### config.mk
export PLATFORM = sky130hd
export DESIGN_NAME = regfile_write_arbiter
export DESIGN_NICKNAME = d
export VERILOG_FILES = /design/src/rtl/regfile_pkg.sv /design/src/rtl/starve_counter.sv /design/src/rtl/regfile_write_arbiter.sv
export SDC_FILE = /design/constraint.sdc
export NUM_CORES = 1
export LEC_CHECK = 0
export BUFFER_PORTS_ARGS = -buffer_cell sky130_fd_sc_hd__buf_2
export CAP_MARGIN = 10
export CORE_ASPECT_RATIO = 1.5
export CORE_MARGIN = 2
export CORE_UTILIZATION = 34
export DETAILED_ROUTE_END_ITERATION = 8
export GPL_ROUTABILITY_DRIVEN = 0
export PLACE_DENSITY = 0.66
export SLEW_MARGIN = 20
export SYNTH_ARGS = -nofsm -noshare
export SYNTH_HDL_FRONTEND = slang
export SYNTH_SLANG_ARGS = --single-unit
### constraint.sdc
create_clock -name clk -period 1.7 [get_ports clk]
set_input_delay 0.34 -clock clk [delete_from_list [all_inputs] [get_ports clk]]
set_output_delay 0.34 -clock clk [all_outputs]
set_load 0.01 [all_outputs]
### src/rtl/regfile_pkg.sv
// rtl/regfile_pkg.sv - shared register file widths, zero register and arbiter state encoding
package regfile_pkg;

    localparam int ADDR_W   = 5;
    localparam int DATA_W   = 64;
    localparam int ZERO_REG = 31;

    typedef enum logic [0:0] {
        NORMAL  = 1'b0,
        STARVED = 1'b1
    } arb_state_t;

endpackage

### src/rtl/starve_counter.sv
// rtl/starve_counter.sv - saturating MC refusal counter and NORMAL/STARVED state machine
module starve_counter
    import regfile_pkg::*;
#(
    parameter int MAX_WAIT = 4
) (
    input  logic clk,
    input  logic reset_n,
    input  logic mc_valid,
    input  logic refused,
    input  logic granted,
    output logic starved
);

    localparam logic [3:0] MAX_CNT = 4'(MAX_WAIT);

    arb_state_t state;
    arb_state_t state_next;
    logic [3:0] wait_cnt;
    logic [3:0] cnt_next;

    always_comb begin
        cnt_next = wait_cnt;
        if (granted || !mc_valid) begin
            cnt_next = 4'd0;
        end else if (refused && (wait_cnt < MAX_CNT)) begin
            cnt_next = wait_cnt + 4'd1;
        end
    end

    // Entering STARVED on the refusal that saturates the counter makes the
    // forced grant land in the very next cycle.
    always_comb begin
        state_next = state;
        case (state)
            NORMAL: begin
                if (refused && (cnt_next == MAX_CNT)) begin
                    state_next = STARVED;
                end
            end
            STARVED: begin
                if (granted || !mc_valid) begin
                    state_next = NORMAL;
                end
            end
            default: state_next = NORMAL;
        endcase
    end

    always_ff @(posedge clk) begin
        if (!reset_n) begin
            state    <= NORMAL;
            wait_cnt <= 4'd0;
        end else begin
            state    <= state_next;
            wait_cnt <= cnt_next;
        end
    end

    assign starved = (state == STARVED);

endmodule

### src/rtl/regfile_write_arbiter.sv
// rtl/regfile_write_arbiter.sv - shares the register file write port between WB and MC
module regfile_write_arbiter #(
    parameter int DATA_W   = regfile_pkg::DATA_W,
    parameter int ADDR_W   = regfile_pkg::ADDR_W,
    parameter int MAX_WAIT = 4,
    parameter int ZERO_REG = regfile_pkg::ZERO_REG
) (
    input  logic              clk,
    input  logic              reset_n,
    input  logic              wb_valid,
    output logic              wb_ready,
    input  logic [ADDR_W-1:0] wb_addr,
    input  logic [DATA_W-1:0] wb_data,
    input  logic              mc_valid,
    output logic              mc_ready,
    input  logic [ADDR_W-1:0] mc_addr,
    input  logic [DATA_W-1:0] mc_data,
    output logic              rf_wr_ena,
    output logic [ADDR_W-1:0] rf_wr_addr,
    output logic [DATA_W-1:0] rf_wr_data,
    output logic              rf_wr_src,
    output logic              mc_starved
);

    import regfile_pkg::*;

    localparam logic [ADDR_W-1:0] ZERO_ADDR = ADDR_W'(ZERO_REG);

    logic              starved;
    logic              grant_mc;
    logic              grant_wb;
    logic              any_grant;
    logic [ADDR_W-1:0] sel_addr;
    logic [DATA_W-1:0] sel_data;

    // MC wins on a matching address because it is the older instruction.
    always_comb begin
        grant_mc  = reset_n && mc_valid && (!wb_valid || starved || (mc_addr == wb_addr));
        grant_wb  = reset_n && wb_valid && !grant_mc;
        any_grant = grant_mc || grant_wb;
        sel_addr  = grant_mc ? mc_addr : wb_addr;
        sel_data  = grant_mc ? mc_data : wb_data;
    end

    assign wb_ready   = grant_wb;
    assign mc_ready   = grant_mc;
    assign mc_starved = starved;

    starve_counter #(
        .MAX_WAIT (MAX_WAIT)
    ) u_starve_counter (
        .clk      (clk),
        .reset_n  (reset_n),
        .mc_valid (mc_valid),
        .refused  (mc_valid && !grant_mc),
        .granted  (grant_mc),
        .starved  (starved)
    );

    // Zero-register writes complete the handshake but never assert the enable.
    always_ff @(posedge clk) begin
        if (!reset_n) begin
            rf_wr_ena  <= 1'b0;
            rf_wr_addr <= '0;
            rf_wr_data <= '0;
            rf_wr_src  <= 1'b0;
        end else begin
            rf_wr_ena <= any_grant && (sel_addr != ZERO_ADDR);
            if (any_grant) begin
                rf_wr_addr <= sel_addr;
                rf_wr_data <= sel_data;
                rf_wr_src  <= grant_mc;
            end
        end
    end

endmodule

After elaboration in Yosys (flattened, before gate mapping)

Cells that the tools add are included.

Flip-flop bits (word level): 76
Bits of input ports: 142
Output and inout port bits: 74
Word-level logic and storage cells: 34

Add/sub/neg operators: 1
Magnitude comparators: 1
Eq/ne operators: 3
Mux-type cells: 7
Bitwise gates (word level): 1
Reduce and logical (&&, ||, !) cells: 15

Operators with widths:

| cell                                                | number |
|---|---|
| 2-to-1 mux 64 bit                                   | 1 |
| logical AND 1 bit                                   | 8 |
| 2-to-1 mux 4 bit                                    | 2 |
| == test 5 bit                                       | 1 |
| 2-to-1 mux 5 bit                                    | 1 |
| inequality test 5 bit (second input constant)       | 1 |
| adder 4 x 1 -> 4 bit (second input constant)        | 1 |
| == test 4 x 3 -> 1 bit (second input constant)      | 1 |
| logical OR 1 bit                                    | 4 |
| < comparator 4 x 3 -> 1 bit (second input constant) | 1 |
| zero test 1 bit                                     | 3 |
| 2-to-1 mux 1 bit                                    | 2 |
| case mux 1 bit (2 select lines)                     | 1 |
| inverter 1 bit                                      | 1 |

Longest topological paths before layout

Gate-level depths: netlist (run 1).

Word-level depth: 13
Mapped depth: 7
Depth with buffers taken out: 5

Cells and area by module

Synthesis (run 1) repeated with hierarchy kept, for this count alone.

Cell total of the unflattened synthesis: 428
Area total of the unflattened synthesis: 3997.6 um2

Modules (own cells, without submodules):

| module                | times used | cells an instance | area each (um2) |
|---|---|---|---|
| regfile_write_arbiter | 1          | 401               | 3726.1 |
| starve_counter        | 1          | 27                | 271.5 |

Least setup slack after synthesis (run 1)

No wires, ideal clock.

Path type: input -> output
Start: in reset_n
End: out wb_ready
Arrival: 1.362 ns
Data required time: 1.360 ns
Slack: -0.002 ns
Stages: 7
Path buffers: 3
Path through: buf_4 nand2_4 or2_2 o41ai_2 buf_6 buf_8 nor2_1

Cells in the longest elaborated chain, start to end: 4
Elaborated cells on any way between the ends: 5

Ends and longest elaborated chain:

| what                            | line                        | source |
|---|---|---|
| from (decl)                     | regfile_write_arbiter.sv:9  | `input logic reset_n,` |
| logical AND 1 bit (2 in series) | regfile_write_arbiter.sv:38 | `grant_mc = reset_n && mc_valid && (!wb_valid \|\| starved \|\| (mc_addr == wb_addr));` |
| via mc_ready                    | regfile_write_arbiter.sv:15 | `output logic mc_ready,` |
| zero test 1 bit                 | regfile_write_arbiter.sv:39 | `grant_wb = reset_n && wb_valid && !grant_mc;` |
| logical AND 1 bit               | regfile_write_arbiter.sv:39 |  |
| to (decl)                       | regfile_write_arbiter.sv:11 | `output logic wb_ready,` |

The timed path passes the listed nets, and every way through them passes these cells.

Worst setup path in the final report (run 1)

Start: in mc_addr[1]
End: out wb_ready

Cells in the longest elaborated chain, start to end: 5

Ends and longest elaborated chain:

| what              | line                        | source |
|---|---|---|
| from (decl)       | regfile_write_arbiter.sv:16 | `input logic [ADDR_W-1:0] mc_addr,` |
| == test 5 bit     | regfile_write_arbiter.sv:38 |  |
| logical OR 1 bit  | regfile_write_arbiter.sv:38 |  |
| logical AND 1 bit | regfile_write_arbiter.sv:38 |  |
| zero test 1 bit   | regfile_write_arbiter.sv:39 |  |
| logical AND 1 bit | regfile_write_arbiter.sv:39 |  |

Every way passes these cells.

==> results of run 1 <==
layer usage:
metal | up-vias | track usage [%] | routed length (µm)
met3 | 22 | 3.66 | 535
met5 | - | 0 | 0
met1 | 1761 | 20.0 | 4420
met2 | 129 | 31.4 | 5940
met4 | 0 | 8.13 | 291
li1 | 1916 | - | -
worst min-delay path by stage:
stage	endpoint	from	depth (start not counted)	slack [ns]
finish	rf_wr_data[10]	mc_data[10]	3	0.25
global route	rf_wr_data[10]	mc_data[10]	3	0.24
CTS	rf_wr_data[10]	mc_data[10]	3	0.24
detailed placement	rf_wr_src	rf_wr_src	2	0.44
global placement	rf_wr_src	rf_wr_src	2	0.44
floorplan	u_starve_counter.wait_cnt[3]	u_starve_counter.wait_cnt[3]	2	0.46
through the flow:
| step | power, µW | utilization (%) | hold WS, ns | TNS [ns] |
|---|---|---|---|---|
| after floorplan | 2560 | - | 0.459 | 0 |
| after global placement | 2950 | 45.5 | 0.437 | -4.16 |
| after detailed placement | 2970 | 45.5 | 0.444 | -6.92 |
| after CTS | 5370 | 49.3 | 0.237 | -0.0361 |
| after global routing | 5560 | 49.5 | 0.236 | -0.0716 |
| final | 5300 | 49.5 | 0.255 | -0.0381 |
cell type report:
class / count / area [µm²] / share of cell area (%)
Clock inverter: 4 / 120 / 2.13
Clock buffer: 12 / 246 / 4.36
Timing Repair Buffer: 243 / 1370 / 24.2
Sequential cell: 76 / 1520 / 27.0
Inverter: 1 / 3.75 / 0.0665
Multi-Input combinational cell: 310 / 2200 / 39.0
Tap cell: 150 / 188 / 3.32
cell usage in the layout, fill, tap and decap left out, types with 2 or more instances in the layout:
cell | Yosys | final
xnor2_2 | 0 | 3
and3_1 | 2 | 2
clkbuf_1 | 23 | 2
nand2_1 | 71 | 71
buf_4 | 1 | 26
nand2b_1 | 70 | 70
bufinv_16 | 0 | 4
buf_6 | 1 | 4
mux2i_1 | 70 | 70
clkbuf_16 | 0 | 9
nor3_1 | 5 | 5
dfxtp_1 | 76 | 75
o211ai_1 | 69 | 69
a21oi_1 | 2 | 2
buf_2 | 7 | 209
buf_12 | 6 | 4
kinds of logic (layout without fill, tap and decap cells):
| group | count (synthesis) | in the layout |
|---|---|---|
| simple gates | 156 | 156 |
| compound gates | 76 | 76 |
| flops | 76 | 76 |
| mux | 71 | 71 |
| buf+inv | 40 | 260 |
| xor+xnor | 6 | 6 |
| fa+ha+maj | 1 | 1 |
repair_timing:
action	CTS	global route
setup endpoints to repair	2	2
buffers inserted	3	0
gates resized for setup	11	6
worst register-to-register path: cells and delay by family (launching register included):
kind | cells | cell delay (ns)
and+or+nand+nor | 2 | 0.28
muxes | 1 | 0.22
DFF | 1 | 0.36
AOI/OAI and AO/OA | 1 | 0.07
buffers and inverters | 3 | 0.55
synthesized netlist by cell type (2+ instances only):
cell / instances / area (µm²)
buf_12: 6 / 120
xor2_1: 2 / 17.5
dfxtp_1: 76 / 1520
nor2_1: 2 / 7.51
and3_1: 2 / 12.5
nand2_1: 71 / 267
mux2i_1: 70 / 701
nand3_1: 2 / 10.0
nor3_1: 5 / 25.0
o211ai_1: 69 / 518
a21oi_1: 2 / 10.0
nand2b_1: 70 / 438
xnor2_1: 4 / 35.0
clkbuf_1: 23 / 86.3
buf_2: 7 / 35.0
sequential cells by signal, summed over array words and instances (netlist names):
signal / count
rf_wr_data: 64
u_starve_counter.starved: 1
rf_wr_addr: 5
rf_wr_src: 1
rf_wr_ena: 1
u_starve_counter.wait_cnt: 4
power breakdown:
part	leakage [µW]	switching, µW	internal (µW)
sequential	0.000632	79.7	1930
combinational	0.00179	464	474
clock	0.000177	721	1620
==> impl_results.md, run 1 <==
* Final setup fails at 1
* Clk pin slew, worst setup/hold paths at approximately 0.06 ns
* Via count at around 3.8k
* Avg WL per Cell at ~14 µm
* Core Box Area at approximately 11000 µm²
* Post-Place Setup Slack at -0.154 ns
* Vias in the first global route at roughly 3.8k
* Fin crit share at 102%
* Clk_lat worst skew at approximately 0.33 ns
* Crit. End Element: primary output
* CP Launch Point: mc_addr[1]
* DRC viols at 0
* Design Area, Final at 5650 µm²
* Register area share after synthesis at 38.6%
* # hold bufs at CTS at 0
* Die footprint at 12500 µm²
* Final worst slack at -0.0381 ns
* Final std cells w/o fill at slightly below 800
* Post-Synth Adder-Cell Area at 0.317%
* Pin slew with the least headroom to its limit at 0.453 ns
* CTS max path bufs at 2
* Post-Synth Simple-Gate Area at 20.2%
* Synth async-reset ratio at 0%
* Crit-path max cell delay at 0.41 ns
* Combinational family with the most area after synthesis: simple AND/OR/NAND/NOR gates
* Achievable Freq at ~0.58 GHz
* Flop-to-flop setup slack at around 0.15 ns
* Leakage power at 0.00260 µW
* Proportion of layout cells with a drive suffix above 1 at 41.5%
* Post-Place Cell Area at slightly above 5000 µm²
* Crit Path Class: input port to primary output
* Pin count of the biggest net entering global routing at 79
* Hold Fails Final Rpt at 0
* CP arrival at approximately 1.4 ns
* Critical Path End: wb_ready
* Worst slew margin at between 60% and 70%
* Multiplexer share of the synthesized area at 18.1%
* Crit-path most repeated cell: buf_2
* Dominant synthesized flop cell: dfxtp_1
* Hold WC Path Type: input port to register
* Status: finished with violations
* Placed cell count at 777
* IO Port Bufs at approximately 220
* Total wire length at 11200 µm
* Post-Syn Area per Cell at around 9.3 µm²
* Boundary pin count at between 200 and 250
* Worst path top cell family by delay: buffers and inverters
* RR Endpoint: rf_wr_data[58]
* Post-synth EDFFs at 0
* Starting Density at approximately a third
* Filler cell count in the final layout at ~1.1k
* CP Buf/Inv Count at 3
* Complex-gate fraction of the synthesized area at 14.5%
* Worst-case vdd ir drop at ~510 µV
* Synth warnings at 0
* TritonCTS Buffers at 9
* Clk root buf: clkbuf_16
* Xor/xnor share of the synthesized area at roughly 1.3%
* Worst-path cell chain: buf_2 -> xor2_2 -> o41ai_4 -> buf_12 -> nor2_2 -> buf_2
* Worst EP required at about 1.4 ns
* DP HPWL at around 8200 µm
* RSZ-0062 raised after global routing: true
* Failing checks: negative setup slack
* Die H at between 100 and 150 µm
* Row count at between 40 and 50
* CP Depth at 6
* GR Overflow Total at 0
* Max Cap Viol at 0
* Initial antenna violation count at 0
* Global-route wire length before repair at about 18000 µm
* 1st-iter DRT viols at ~130
* Clk_skew at between 0.005 and 0.006 ns
* Final net count at ~780
* Worst R2R Path Depth at 7
* Power density over the cells at about 940 nW/µm²
* Post-Syn Area at a little under 4000 µm²
* Die width at 91.9 µm
* Syn Inst Count at approximately 430
* Initial DRT Pass Iterations at 4
* Reg2Reg Launch Point: u_starve_counter.starved
* Post-Synthesis Net Count at ~570
* Total track usage at 17.6%
* Startpoint Class: input port
* Clock Sink Count at 76
* Final slew viol count at 0
* Max FO, Critical Path at 4
* Yosys cell types at 30
* Area grow syn2layout at 43.3%
* Final ANT Viol Nets at 0
* #FFs+latches synth at 76
* H-tree depth at 3
* CTS tree: yes
* Number of vias per cell at between 4 and 5
* Tmin final at 1.74 ns
* Max stage delay cell, worst path: o41ai_4
* Ant. Diodes at 0
Note: power is estimated with default switching activity, not from simulation.
==> inputs of run 2 (changes only) <==
CELL_PAD_IN_SITES_DETAIL_PLACEMENT = 1   (was unset)
CELL_PAD_IN_SITES_GLOBAL_PLACEMENT = 1   (was unset)
CORE_UTILIZATION = 29   (was 34)
CTS_CLUSTER_DIAMETER = 60   (was unset)
PLACE_DENSITY = unset   (was 0.66)
PLACE_DENSITY_LB_ADDON = 0.1   (was unset)
==> impl_results.md, run 2 (synthesis results as in run 1) <==
* Worst slew margin at 56.8% (-13 points)
* Failing checks: negative setup slack
* Final setup fails at 1 (unchanged)
* Met1 wire length at 4960 µm (+12%)
* Total track usage at 17.2% (-0.38 points)
* Flop-to-flop setup slack at 0.15 ns (about the same)
* Crit Path Class: register to primary output
* Achievable Freq at 0.567 GHz (-1.4%)
* Leakage power at 0.00260 µW (about the same)
* Global-route wire length before repair at 20100 µm (+13%)
* RSZ-0062 raised after global routing: true
* # hold bufs at CTS at 0 (unchanged)
* H-tree depth at 3 (unchanged)
* Die H at 147 µm (+8.0%)
* Final slew viol count at 0 (unchanged)
* Total length of routed met3 wires at 763 µm (+43%)
* Routed met2 length at 7010 µm (+18%)
* CTS tree: yes
* Most common cell after layout, fill and taps aside: buf_2
* Final net count at 786 (+0.26%)
* Clk_skew at 0.00698 ns (+0.00165 ns)
* Max Cap Viol at 0 (unchanged)
* Power density over the cells at 885 nW/µm² (-5.6%)
* Top flop regs: rf_wr_data (64), rf_wr_addr (5), u_starve_counter.wait_cnt (4)
* Number of vias per cell at 4.80 (-0.15%)
* Reg2Reg Launch Point: u_starve_counter.starved
* Worst R2R Path Depth at 7 (unchanged)
* Hold WC Path Type: input port to register
* CP arrival at 1.42 ns (+0.02 ns)
* Vias in the first global route at 4038 (+7.2%)
* Top Metal Used: met4
* Max reg flops at 64 (unchanged)
* Max FO, Critical Path at 4 (unchanged)
* Initial antenna violation count at 0 (unchanged)
* Status: finished with violations
* Pin slew with the least headroom to its limit at 0.648 ns (+0.195 ns)
* Clk_lat worst skew at 0.34 ns (about the same)
* Filler cell count in the final layout at 1634 (+50%)
* Ant. Diodes at 0 (unchanged)
* Worst min-delay path endpoint: rf_wr_data[1]
* CTS max path bufs at 2 (unchanged)
* Via count at 3880 (+1.4%)
* Total wire length at 12900 µm (+15%)
* DRC viols at 0 (unchanged)
* Starting Density at 29.4% (-5.1 points)
* Crit. End Element: primary output
* Biggest register: rf_wr_data
* Startpoint Class: register
* Final core occ at 42.7% (-6.8 points)
* Worst-case vdd ir drop at 414 µV (-19%)
* Tmin final at 1.76 ns (+0.0247 ns)
* Hold Fails Final Rpt at 0 (unchanged)
* Avg WL per Cell at 16.0 µm (+14%)
* Clk root buf: clkbuf_16
* Worst EP required at 1.36 ns (about the same)
* Final worst slack at -0.0628 ns (-0.0247 ns)
* Clk pin slew, worst setup/hold paths at 0.06 ns (about the same)
* 1st-iter DRT viols at 55 (-58%)
* RR Endpoint: rf_wr_data[36]
* Most frequent cells in the layout: buf_2, dfxtp_1, nand2_1, nand2b_1, mux2i_1
* Final ANT Viol Nets at 0 (unchanged)
* Clock Sink Count at 76 (unchanged)
* Initial DRT Pass Iterations at 4 (unchanged)
* DP HPWL at 9380 µm (+14%)
* Boundary pin count at 216 (unchanged)
* Worst hold stages at 3 (unchanged)
* Fin crit share at 104% (+1.5 points)
* Proportion of layout cells with a drive suffix above 1 at 42.0% (+0.46 points)
* HP Start: mc_data[1]
* Core Box Area at 13400 µm² (+17%)
* Die width at 99.2 µm (+7.9%)
* Area grow syn2layout at 45.3%
* IO Port Bufs at 215 (unchanged)
* GR Overflow Total at 0 (unchanged)
* Post-Place Setup Slack at -0.256 ns (-0.102 ns)
* Die footprint at 14600 µm² (+17%)
* Fin Setup TNS at -0.0628 ns (-0.0247 ns)
* Pin count of the biggest net entering global routing at 85 (+7.6%)
* Row count at 52 (+8.3%)
* TritonCTS Buffers at 9 (unchanged)
-- run 2: cell types whose count changed in the layout (fill, tap and decap cells not counted), sizes merged --
cell	previous run	this run
clkinvlp	0	2
clkbuf	12	10
bufinv	4	2
buf	243	245
-- run 2: how the worst max path moves through the flow --
stage	cells past startpoint	start	endpoint
finish	6	u_starve_counter.starved	wb_ready
global route	7	mc_addr[2]	wb_ready
CTS	7	mc_addr[4]	wb_ready
detailed placement	7	mc_addr[2]	rf_wr_data[63]
global placement	6	mc_addr[2]	rf_wr_ena
floorplan	7	reset_n	wb_ready
-- run 2: where the power goes --
part | internal [µW] | switching [µW]
clock network | 1310 | 760
registers | 1930 | 77.0
logic | 501 | 491
-- run 2: per-layer routing --
metal	GRT usage, %	vias to the layer above
met3	4.33	16
met5	0	-
met1	18.8	1815
li1	-	1922
met4	5.48	0
met2	31.9	127
-- run 2: cell type report --
| class | count | area (µm²) | area share (%) |
|---|---|---|---|
| clock buffer | 10 | 239 | 4.17 |
| clock inverter | 4 | 75.1 | 1.31 |
| inverter | 1 | 3.75 | 0.0655 |
| multi-input combinational | 310 | 2250 | 39.3 |
| sequential | 76 | 1530 | 26.6 |
| tap | 162 | 203 | 3.54 |
| timing repair buffer | 245 | 1430 | 24.9 |
-- run 2: timing repair --
| item | in CTS | in global routing |
|---|---|---|
| hold endpoints to repair | 0 | 0 |
| resized for setup | 20 | 14 |
| cloned | 0 | 0 |
| setup endpoints to repair | 2 | 28 |
| buffers inserted | 2 | 4 |
| pin swaps | 6 | 4 |
-- run 2: per-stage QoR --
| step | cells | area (µm²) | total power, µW | hold WS, ns |
|---|---|---|---|---|
| after global routing | 808 | 5730 | 5350 | 0.237 |
| after floorplan | 426 | 3950 | 2560 | 0.459 |
| final | 808 | 5730 | 5070 | 0.243 |
| after CTS | 804 | 5640 | 5160 | 0.234 |
| after detailed placement | 788 | 5210 | 3000 | 0.451 |
| after global placement | 788 | 5210 | 2980 | 0.448 |
-- run 2: worst max-delay path, cell delays in order, from the launching register on --
cell and delay, ns:
dfxtp_4 0.37, nor2b_4 0.04, or2_4 0.23, o41ai_4 0.06, buf_4 0.21, nor2_2 0.04
buf_2 0.14
==> inputs of run 3 (changes only) <==
clock period = 1.5 ns   (was 1.7 ns; I/O delays follow)
==> impl_results.md, run 3 (synthesis results as in run 1) <==
* Clock Sink Count at 76 (unchanged)
* Failing checks: negative setup slack
* Max reg flops at 64 (unchanged)
* Max Cap Viol at 0 (unchanged)
* Max FO, Critical Path at 2 (-2)
* Total length of routed met3 wires at 847 µm (+11%)
* Pin count of the biggest net entering global routing at 74 (-13%)
* Global-route wire length before repair at 19800 µm (-1.6%)
* Boundary pin count at 216 (unchanged)
* Die width at 99.2 µm (unchanged)
* Final setup fails at 5 (+4)
* Achievable Freq at approximately 0.6 GHz
* Post-Place Setup Slack at -0.309 ns (-0.0531 ns)
* Number of vias per cell at 4.82 (+0.47%)
* H-tree depth at 3 (unchanged)
* Met1 wire length at 4880 µm (-1.6%)
* Clk root buf: clkbuf_16
* Die footprint at 14600 µm² (unchanged)
* Hold WC Path Type: input port to register
* Ant. Diodes at 0 (unchanged)
* Row count at 52 (unchanged)
* Proportion of layout cells with a drive suffix above 1 at 42.2% (+0.23 points)
* Via count at 3927 (+1.2%)
* Top Metal Used: met4
* Placed cell count at 792 (+0.51%)
* CTS max path bufs at 2 (unchanged)
* Final slew viol count at 0 (unchanged)
* RSZ-0062 raised after global routing: true
* Final net count at 791 (+0.64%)
* Area grow syn2layout at 45.7%
* Startpoint Class: register
* IO Port Bufs at 215 (unchanged)
* Total wire length at 12900 µm (-0.43%)
* Clk pin slew, worst setup/hold paths at 0.06 ns (about the same)
* Crit. End Element: primary output
* Starting Density at 29.4% (unchanged)
* Routed met2 length at 7040 µm (+0.41%)
* Most frequent cells in the layout: buf_2, dfxtp_1, nand2_1, nand2b_1, mux2i_1
* Final std cells w/o fill at 814 (+0.74%)
* Initial DRT Pass Iterations at 4 (unchanged)
* 1st-iter DRT viols at 73 (+33%)
* Fin crit share at 109%
* Min Hold Slack at 0.209 ns (-0.0341 ns)
* GR Overflow Total at 0 (unchanged)
* TritonCTS Buffers at 9 (unchanged)
* DRC viols at 0 (unchanged)
* Die H at 147 µm (unchanged)
* Total track usage at 16.8% (-0.40 points)
* Worst-case vdd ir drop at 557 µV (+34%)
* CP arrival at 1.34 ns (-0.08 ns)
* Most common cell after layout, fill and taps aside: buf_2
* Leakage power at 0.00263 µW (+1.2%)
* Top flop regs: rf_wr_data (64), rf_wr_addr (5), u_starve_counter.wait_cnt (4)
* Tmin final at 1.64 ns
* Worst EP required at 1.20 ns (-0.16 ns)
* Clk_lat worst skew at 0.33 ns (about the same)
* Core Box Area at 13400 µm² (unchanged)
* Power density over the cells at 962 nW/µm² (+8.7%)
* Status: finished with violations
* Final ANT Viol Nets at 0 (unchanged)
* Clk_skew at 0.00947 ns (+0.00249 ns)
* Crit Path Class: register to primary output
* Hold Fails Final Rpt at 0 (unchanged)
* Biggest register: rf_wr_data
* Final worst slack at -0.140 ns (-0.0774 ns)
* Worst slew margin at 75.0% (+18 points)
* CTS tree: yes
* DP HPWL at 9370 µm (about the same)
* Vias in the first global route at 4022 (-0.40%)
* Pin slew with the least headroom to its limit at 0.375 ns (-0.272 ns)
* Avg WL per Cell at 15.8 µm (-1.2%)
* Initial antenna violation count at 0 (unchanged)
-- run 3: cell types whose count changed in the layout (fill, tap and decap cells not counted), sizes merged --
cell / before / now
buf: 245 / 247
bufinv: 2 / 1
clkbuf: 10 / 13
clkinv: 0 / 4
clkinvlp: 2 / 0
-- run 3: final timing paths --
path | from | end | slack, ns | cells past startpoint
hold / removal | mc_data[49] | rf_wr_data[49] | 0.21 | 3
hold reg to reg | rf_wr_src | rf_wr_src | 0.46 | 2
setup / recovery | u_starve_counter.starved | wb_ready | -0.14 | 6
setup reg to reg | u_starve_counter.starved | rf_wr_data[58] | -0.03 | 7
-- run 3: through the flow --
step / TNS [ns] / utilization, % / power [µW] / cell area, µm²
after floorplan: -0.0646 / - / 2900 / 3960
after global placement: -18.59 / 39.1 / 3380 / 5250
after detailed placement: -17.23 / 39.1 / 3400 / 5250
after CTS: -0.244 / 42.0 / 5570 / 5620
after global routing: -1.56 / 42.8 / 5820 / 5740
final: -0.257 / 42.8 / 5530 / 5740
-- run 3: critical path: stages (launching register included) --
cell	delay [ns]
dfxtp_2	0.35
nor2b_4	0.04
or2_4	0.23
o41ai_4	0.06
buf_4	0.18
nor2_4	0.04
buf_6	0.12
-- run 3: metal layers --
layer | vias to the layer above | track usage, %
met5 | - | 0
met4 | 0 | 4.11
met3 | 5 | 4.42
met2 | 129 | 32.2
met1 | 1854 | 17.9
li1 | 1939 | -
-- run 3: area by class of cell --
| type | count | area (µm²) |
|---|---|---|
| well taps | 162 | 203 |
| inverters | 1 | 3.75 |
| flip-flops and latches | 76 | 1520 |
| clock inverters | 5 | 53.8 |
| multi-input cells | 310 | 2230 |
| fillers | 1630 | 7660 |
| clock buffers | 10 | 229 |
| repair buffers | 250 | 1500 |
-- run 3: repair_timing --
item	4_1_cts	5_1_grt
gates resized for setup	14	7
setup endpoints to repair	4	66
setup buffers	3	0
hold buffers	0	0
pin swaps	1	0
cloned	0	4
-- run 3: where the power goes --
group          switching, µW  internal [µW]
Clock                    843           1270
Sequential              89.5           2190
Combinational            556            573
Total                   1490           4040
